[src/rtl/imm_encoder.sv]
// Immediate encoder: packs a 32-bit immediate into instruction bits [31:7] for a format code,
// as a 2-stage valid/ready pipeline with range checking and a saturating error counter.
module imm_encoder #(
    parameter int ERR_CNT_W = 8
) (
    input  logic                 clk,
    input  logic                 rst,
    input  logic                 in_valid,
    output logic                 in_ready,
    input  logic [2:0]           in_op,
    input  logic [31:0]          in_imm,
    output logic                 out_valid,
    input  logic                 out_ready,
    output logic [24:0]          out_field,
    output logic [24:0]          out_mask,
    output logic                 out_err,
    output logic [ERR_CNT_W-1:0] err_cnt
);

    typedef enum logic [2:0] {
        OP_I     = 3'd0,
        OP_SHAMT = 3'd1,
        OP_S     = 3'd2,
        OP_U     = 3'd3,
        OP_B     = 3'd4,
        OP_J     = 3'd5,
        OP_BAD6  = 3'd6,
        OP_BAD7  = 3'd7
    } op_e;

    typedef struct packed {
        logic [24:0] field;
        logic [24:0] mask;
    } packed_t;

    // True when imm is representable by the format; upper bits must be a pure sign extension.
    function automatic logic range_ok(input op_e op, input logic [31:0] imm);
        range_ok = 1'b0;
        case (op)
            OP_I, OP_S: range_ok = (imm[31:11] == '0) || (imm[31:11] == '1);
            OP_SHAMT:   range_ok = (imm[31:5] == '0);
            OP_U:       range_ok = (imm[11:0] == '0);
            OP_B:       range_ok = !imm[0] && ((imm[31:12] == '0) || (imm[31:12] == '1));
            OP_J:       range_ok = !imm[0] && ((imm[31:20] == '0) || (imm[31:20] == '1));
            default:    range_ok = 1'b0;
        endcase
    endfunction

    function automatic packed_t pack(input op_e op, input logic [31:0] imm);
        pack = '0;
        case (op)
            OP_I: begin
                pack.field[24:13] = imm[11:0];
                pack.mask         = 25'h1FFE000;
            end
            OP_SHAMT: begin
                pack.field[17:13] = imm[4:0];
                pack.mask         = 25'h003E000;
            end
            OP_S: begin
                pack.field[24:18] = imm[11:5];
                pack.field[4:0]   = imm[4:0];
                pack.mask         = 25'h1FC001F;
            end
            OP_U: begin
                pack.field[24:5]  = imm[31:12];
                pack.mask         = 25'h1FFFFE0;
            end
            OP_B: begin
                pack.field[24]    = imm[12];
                pack.field[0]     = imm[11];
                pack.field[23:18] = imm[10:5];
                pack.field[4:1]   = imm[4:1];
                pack.mask         = 25'h1FC001F;
            end
            OP_J: begin
                pack.field[24]    = imm[20];
                pack.field[12:5]  = imm[19:12];
                pack.field[13]    = imm[11];
                pack.field[23:14] = imm[10:1];
                pack.mask         = 25'h1FFFFE0;
            end
            default: pack = '0;
        endcase
    endfunction

    logic        s1_valid;
    op_e         s1_op;
    logic [31:0] s1_imm;
    logic        s1_err;
    logic        s1_adv;
    logic        in_fire;
    packed_t     s1_packed;

    assign s1_adv    = s1_valid && (!out_valid || out_ready);
    assign in_ready  = !s1_valid || s1_adv;
    assign in_fire   = in_valid && in_ready;
    assign s1_packed = pack(s1_op, s1_imm);

    // NOTE: payload registers carry no reset; the valid flag alone decides whether they matter.
    always_ff @(posedge clk) begin
        if (in_fire) begin
            s1_op  <= op_e'(in_op);
            s1_imm <= in_imm;
            s1_err <= !range_ok(op_e'(in_op), in_imm);
        end
    end

    // NOTE: sequential state uses non-blocking assignments so every register samples pre-edge values.
    always_ff @(posedge clk) begin
        if (rst) begin
            s1_valid  <= 1'b0;
            out_valid <= 1'b0;
            out_field <= '0;
            out_mask  <= '0;
            out_err   <= 1'b0;
            err_cnt   <= '0;
        end else begin
            if (in_ready) begin
                s1_valid <= in_valid;
            end

            // A result leaving S2 and a new one arriving in the same cycle overlap with no bubble.
            if (s1_adv) begin
                out_valid <= 1'b1;
                out_field <= s1_packed.field;
                out_mask  <= s1_packed.mask;
                out_err   <= s1_err;
            end else if (out_ready) begin
                out_valid <= 1'b0;
            end

            if (out_valid && out_ready && out_err && (err_cnt != '1)) begin
                err_cnt <= err_cnt + 1'b1;
            end
        end
    end

endmodule

[config.mk]
export PLATFORM = sky130hd
export DESIGN_NAME = imm_encoder
export DESIGN_NICKNAME = d
export VERILOG_FILES = /design/src/rtl/imm_encoder.sv
export SDC_FILE = /design/constraint.sdc
export NUM_CORES = 1
export LEC_CHECK = 0
export CAP_MARGIN = 40
export CORE_AREA = 2 2 113 88
export DETAILED_ROUTE_END_ITERATION = 7
export DIE_AREA = 0 0 115 90
export PLACE_DENSITY = 0.62
export SKIP_CTS_REPAIR_TIMING = 1
export SYNTH_ARGS = -nofsm -noshare
export SYNTH_HDL_FRONTEND = slang
export SYNTH_SLANG_ARGS = --single-unit
[constraint.sdc]
create_clock -name clk -period 2.2 [get_ports clk]
set_input_delay 0.33 -clock clk [delete_from_list [all_inputs] [get_ports clk]]
set_output_delay 0.33 -clock clk [all_outputs]
set_load 0.02 [all_outputs]
==> results of run 1 <==
## worst max-delay path by stage
stage,depth (start not counted),end,start
2_1_floorplan,3,s1_err$_DFFE_PP_,out_valid$_SDFFE_PP0P_
3_3_place_gp,6,s1_err$_DFFE_PP_,in_imm[12]
3_5_place_dp,6,s1_err$_DFFE_PP_,in_imm[13]
4_1_cts,4,in_ready,out_ready
5_1_grt,4,in_ready,out_ready
6_report,4,in_ready,out_ready
## power by group
part	total (W)	internal (W)	switching (W)
clock network	0.00138	0.000855	0.000523
logic	0.000373	0.000186	0.000187
registers	0.00160	0.00155	0.0000449
## synth_stat cells, types with 3 or more instances
cell      number  area (um^2)
clkbuf_1       8        30.03
xnor2_1        3        26.28
nor3_1        10        50.05
a221oi_1       4        35.03
o211ai_1       7        52.55
nor2_1        47        176.4
nand4_1        7        43.79
xor2_1         5        43.79
and2_1         5        31.28
and3_1         5        31.28
buf_2          5        25.02
a21oi_1        9        45.04
o21ai_0        8        40.04
nand3_1        5        25.02
edfxtp_1      36         1081
a22oi_1       20        150.1
nor4_1         4        25.02
buf_4         22        165.2
dfxtp_1       40        800.8
nand2_1       16        60.06
## metrics by stage
step	area [um^2]	utilization, %	instances	hold WS (ns)	total power, W
after CTS	4412	47.39	489	0.4874	0.003392
after global placement	4121	44.27	473	0.4669	0.001998
final	4412	47.39	489	0.4839	0.003349
after global routing	4412	47.39	489	0.5114	0.003499
after detailed placement	4121	44.27	473	0.4797	0.002005
after floorplan	3166	-	291	0.4289	0.001812
## layout make-up
class	count	share of cell area, %
flip-flops and latches	76	42.65
clock inverters	4	0.5105
well taps	115	3.261
repair buffers	104	23.60
clock buffers	12	6.069
multi-input cells	177	23.82
inverters	1	0.08508
## per-layer routing
| metal | vias to the layer above | global-route usage [%] |
|---|---|---|
| li1 | 1195 | - |
| met1 | 1138 | 20.43 |
| met5 | - | 0 |
| met2 | 89 | 21.13 |
| met3 | 6 | 5.057 |
| met4 | 0 | 3.815 |
## critical path: stages
cell,delay (ns)
clkdlybuf4s50_1,0.43
nor2b_1,0.22
nand2_1,0.09
clkdlybuf4s50_1,0.55
## registers in the layout, summed over array words and instances (netlist names)
signal / cells
err_cnt: 8
s1_valid: 1
out_valid: 1
out_field: 25
out_mask: 4
s1_err: 1
s1_imm: 32
s1_op: 3
out_err: 1
## kinds of logic (layout without fill, tap and decap cells)
logic type / count (synthesis) / count (layout) / synth area share, %
AO/OA/AOI/OAI: 54 / 54 / 12.37
XOR/XNOR: 8 / 8 / 2.214
adder cells (fa/ha/maj): 1 / 1 / 0.3952
buffers and inverters: 38 / 121 / 7.351
flip-flops: 76 / 76 / 59.45
multiplexers: 3 / 3 / 0.9881
AND/OR/NAND/NOR: 111 / 111 / 17.23
==> reports/results.ini, run 1 <==
[run_status]
outcome=finished, final reports clean

[floorplan]
dieWidth_um=115
rows=31
core_area_um2=9309
die-height_um=90
dieArea_um2=10350
ios=100
initial_core_util_pct=34.01

[timing]
skew_ns=0.005457
fmax_mhz=510.4
slew_violations=0
period_needed_ns=1.959
worst_slack_ns=0.2407
hold_violations=0
finalSetupViolCount=0
worst-slew-pin-transition_ns=0.5364
fin_crit_sh_pct=89.06
slew-limit-headroom_pct=64.24
rsz0062_at_grt=false
tns_ns=0

[drt]
wire_per_inst_um=14.63
drt_wl_total_um=7154
num_vias=2428
viasPerCell=4.965
met2_length_um=3109
firstDrtPassIters=4
met3_length_um=482
antenna_left=0
drt_iter0_drc=154
drc=0
wl_met1_um=3503
top_layer=met4

[synthesis]
synthArstFlopShare_pct=0
synth_edf_count=36
synthCells=291
syn_nets=331
ys_seq_area_share_pct=59.45
ys_types=40
syn_avg_cell_area_um2=10.88
synth_ff_type=dfxtp_1
yosysWarningCount=0
ys_ff_latch=76
syn-cell-area_um2=3166

[clocking]
path_clk_slew_ns=0.05
cts_htree_levels=3
clock_latency_ns=0.32
clock-sinks=76
tritoncts=built
cts_made_buffers=9
cts_root_buf=clkbuf_16
clk_path_buf_depth=2

[setup_path]
r2r_end=out_field[23]$_SDFFE_PP0P_
rr_startpoint=s1_op[2]$_DFFE_PP_
rrSetupSlack_ns=0.54
arrival_ns=1.63
worstSetupEndpointType=output pin
cp_max_fo=3
reg2reg_depth=5
crit_required_ns=1.87
startpoint_type=primary input
crit_type=in -> out

[placed_design]
hpwl_um=5469
place_ws_ns=0.1079
gp_congestion=0.8219
portBuffers=99

[hold_path]
hp-start=out_err$_SDFFE_PP0P_
hold_class=reg -> reg
min_path_cells=2
hold_path_end=out_err$_SDFFE_PP0P_

[grt]
grt_pass1_vias=2227
gr-usage-all-layers_pct=14.48
gr-total-overflow=0
grt_pass1_wl_um=11670
grt_start_max_net_pins=41
antenna_found_initial=0

[cells_and_area]
final_common_cell=clkdlybuf4s50_1
area_delta_synth_final_pct=39.37
multi_input_area_um2=1051
regArea_um2=1882
nets=409
drive_gt1_share_pct=7.487
antennaDiodeCount=0
most-common-layout-cells=clkdlybuf4s50_1, nor2_1, dfxtp_1
fill_cells=875

[pwr]
worst_ir_drop_vdd_mv=0.4306
power.density_nw_per_um2=759.2
power.leakage_nw=1.513

[run]
maxCapViolCount=0

(Power assumes the default switching activity.)
==> run 2, diff against run 1 <==
MAX_ROUTING_LAYER = met4   (was not set)
==> run 2 against run 1 <==
  * Non-clock buffer count did not move
  * Register-to-register slack barely moved
  * Clock skew barely moved
  * Sequential power barely moved
  * Wire length rose by 0.28%
  * Critical path type unchanged
  * Critical endpoint unchanged
  * Largest power group unchanged
==> reports/results.ini, run 2 (synthesis gave the netlist of run 1 again) <==
[floorplan]
initial_core_util_pct=34.01  ; unchanged
dieWidth_um=115  ; unchanged
dieArea_um2=10350  ; unchanged
core_area_um2=9309  ; unchanged
rows=31  ; unchanged
die-height_um=90  ; unchanged
ios=100  ; unchanged

[cells_and_area]
most-common-layout-cells=clkdlybuf4s50_1, nor2_1, dfxtp_1
largest-register=s1_imm
antennaDiodeCount=0  ; unchanged
fin_area_um2=4412  ; unchanged
nets=409  ; unchanged
reg_top3=s1_imm: 32 flops, out_field: 25 flops, err_cnt: 8 flops
drive_gt1_share_pct=7.487  ; unchanged
fill_cells=875  ; unchanged
area_delta_synth_final_pct=39.37  ; unchanged
layout.cells.non_filler=489  ; unchanged
final_common_cell=clkdlybuf4s50_1
largest_reg_flops=32  ; unchanged

[setup_path]
cp_max_fo=3  ; unchanged
worstSetupEndpointType=output pin
rr_startpoint=s1_op[2]$_DFFE_PP_
crit_required_ns=1.87  ; about the same
rrSetupSlack_ns=0.54  ; about the same
startpoint_type=primary input
crit_type=in -> out
r2r_end=out_field[23]$_SDFFE_PP0P_
arrival_ns=1.63  ; about the same
reg2reg_depth=5  ; unchanged

[timing]
fin_hold_ws_ns=0.4841  ; +0.0001720 ns
slew_violations=0  ; unchanged
fmax_mhz=510.3  ; about the same
period_needed_ns=1.960  ; +0.0004360 ns
finalSetupViolCount=0  ; unchanged
fin_crit_sh_pct=89.08  ; about the same
worst-slew-pin-transition_ns=0.5364  ; +0.00002795 ns
skew_ns=0.005432  ; -0.00002487 ns
rsz0062_at_grt=false
hold_violations=0  ; unchanged
tns_ns=0  ; unchanged
slew-limit-headroom_pct=64.24  ; about the same

[clocking]
cts_htree_levels=3  ; unchanged
tritoncts=built
path_clk_slew_ns=0.05  ; about the same
clk_path_buf_depth=2  ; unchanged
clock-sinks=76  ; unchanged
cts_made_buffers=9  ; unchanged
cts_root_buf=clkbuf_16
clock_latency_ns=0.32  ; about the same

[drt]
viasPerCell=4.965  ; unchanged
wire_per_inst_um=14.67  ; +0.28%
num_vias=2428  ; unchanged
drt_wl_total_um=7174  ; +0.28%
drt_iter0_drc=153  ; -0.65%
antenna_left=0  ; unchanged
drc=0  ; unchanged
firstDrtPassIters=4  ; unchanged

[pwr]
power_w=0.003352  ; about the same
power_frac_seq_pct=47.7  ; about the same
power.leakage_nw=1.513  ; unchanged
p_int_w=0.002594  ; about the same
power.density_nw_per_um2=759.7  ; about the same
clockPowerShare_pct=41.2  ; about the same
worst_ir_drop_vdd_mv=0.4312  ; +0.13%
combPwrFrac_pct=11.1  ; about the same
power_switching_w=0.0007579  ; +0.30%
switching_share_pct=22.61  ; +0.052 points

[run]
maxCapViolCount=0  ; unchanged

[placed_design]
place_area_um2=4121  ; unchanged
hpwl_um=5469  ; unchanged
portBuffers=99  ; unchanged
gp_congestion=0.8343  ; +1.5%
dp_cells=473  ; unchanged

[hold_path]
hold_class=reg -> reg
hp-start=out_err$_SDFFE_PP0P_
hold_path_end=out_err$_SDFFE_PP0P_
min_path_cells=2  ; unchanged

[grt]
grt_start_max_net_pins=41  ; unchanged
grt_pass1_vias=2223  ; -0.18%
antenna_found_initial=0  ; unchanged
gr-total-overflow=0  ; unchanged
gr-usage-all-layers_pct=14.90  ; +0.41 points
grt_pass1_wl_um=11670  ; unchanged

[run_status]
outcome=finished, final reports clean

[run 2: cell counts in the layout (fill, tap and decap cells not counted)]
No cell type changed its count.
[run 2: power groups by stage]
stage,clock [W],combinational [W],sequential [W]
global placement,0,0.000372,0.00163
global route,0.00149,0.000405,0.00161
CTS,0.00142,0.000377,0.00160
finish,0.00138,0.000373,0.00160
floorplan,0,0.000169,0.00164
detailed placement,0,0.000376,0.00163
[run 2: routing by layer]
metal	up-vias	track usage, %	wire (um)
met3	6	4.788	464
met1	1137	20.60	3543
met5	-	-	0
met4	0	3.815	59
li1	1195	-	-
met2	90	21.13	3107
[run 2: metrics by stage]
step,setup WS (ns),utilization [%]
after CTS,0.2248,47.39
after detailed placement,0.1079,44.27
final,0.2403,47.39
after floorplan,0.1404,-
after global placement,0.1542,44.27
after global routing,0.1644,47.39
[run 2: how the worst max path moves through the flow]
stage / startpoint / to / slack, ns / cells after the start
after global placement: in_imm[12] / s1_err$_DFFE_PP_ / 0.15 / 6
after CTS: out_ready / in_ready / 0.22 / 4
after floorplan: out_valid$_SDFFE_PP0P_ / s1_err$_DFFE_PP_ / 0.14 / 3
after global routing: out_ready / in_ready / 0.16 / 4
final: out_ready / in_ready / 0.24 / 4
after detailed placement: in_imm[13] / s1_err$_DFFE_PP_ / 0.11 / 6
[run 2: critical path, stage by stage]
cell,delay [ns]
clkdlybuf4s50_1,0.43
nor2b_1,0.22
nand2_1,0.09
clkdlybuf4s50_1,0.55
[run 2: final cells by class]
| type | instances | area [um^2] | share of cell area [%] |
|---|---|---|---|
| clock buffer | 12 | 267.8 | 6.069 |
| sequential | 76 | 1882 | 42.65 |
| tap | 115 | 143.9 | 3.261 |
| clock inverter | 4 | 22.52 | 0.5105 |
| multi-input combinational | 177 | 1051 | 23.82 |
| inverter | 1 | 3.754 | 0.08508 |
| timing repair buffer | 104 | 1041 | 23.60 |
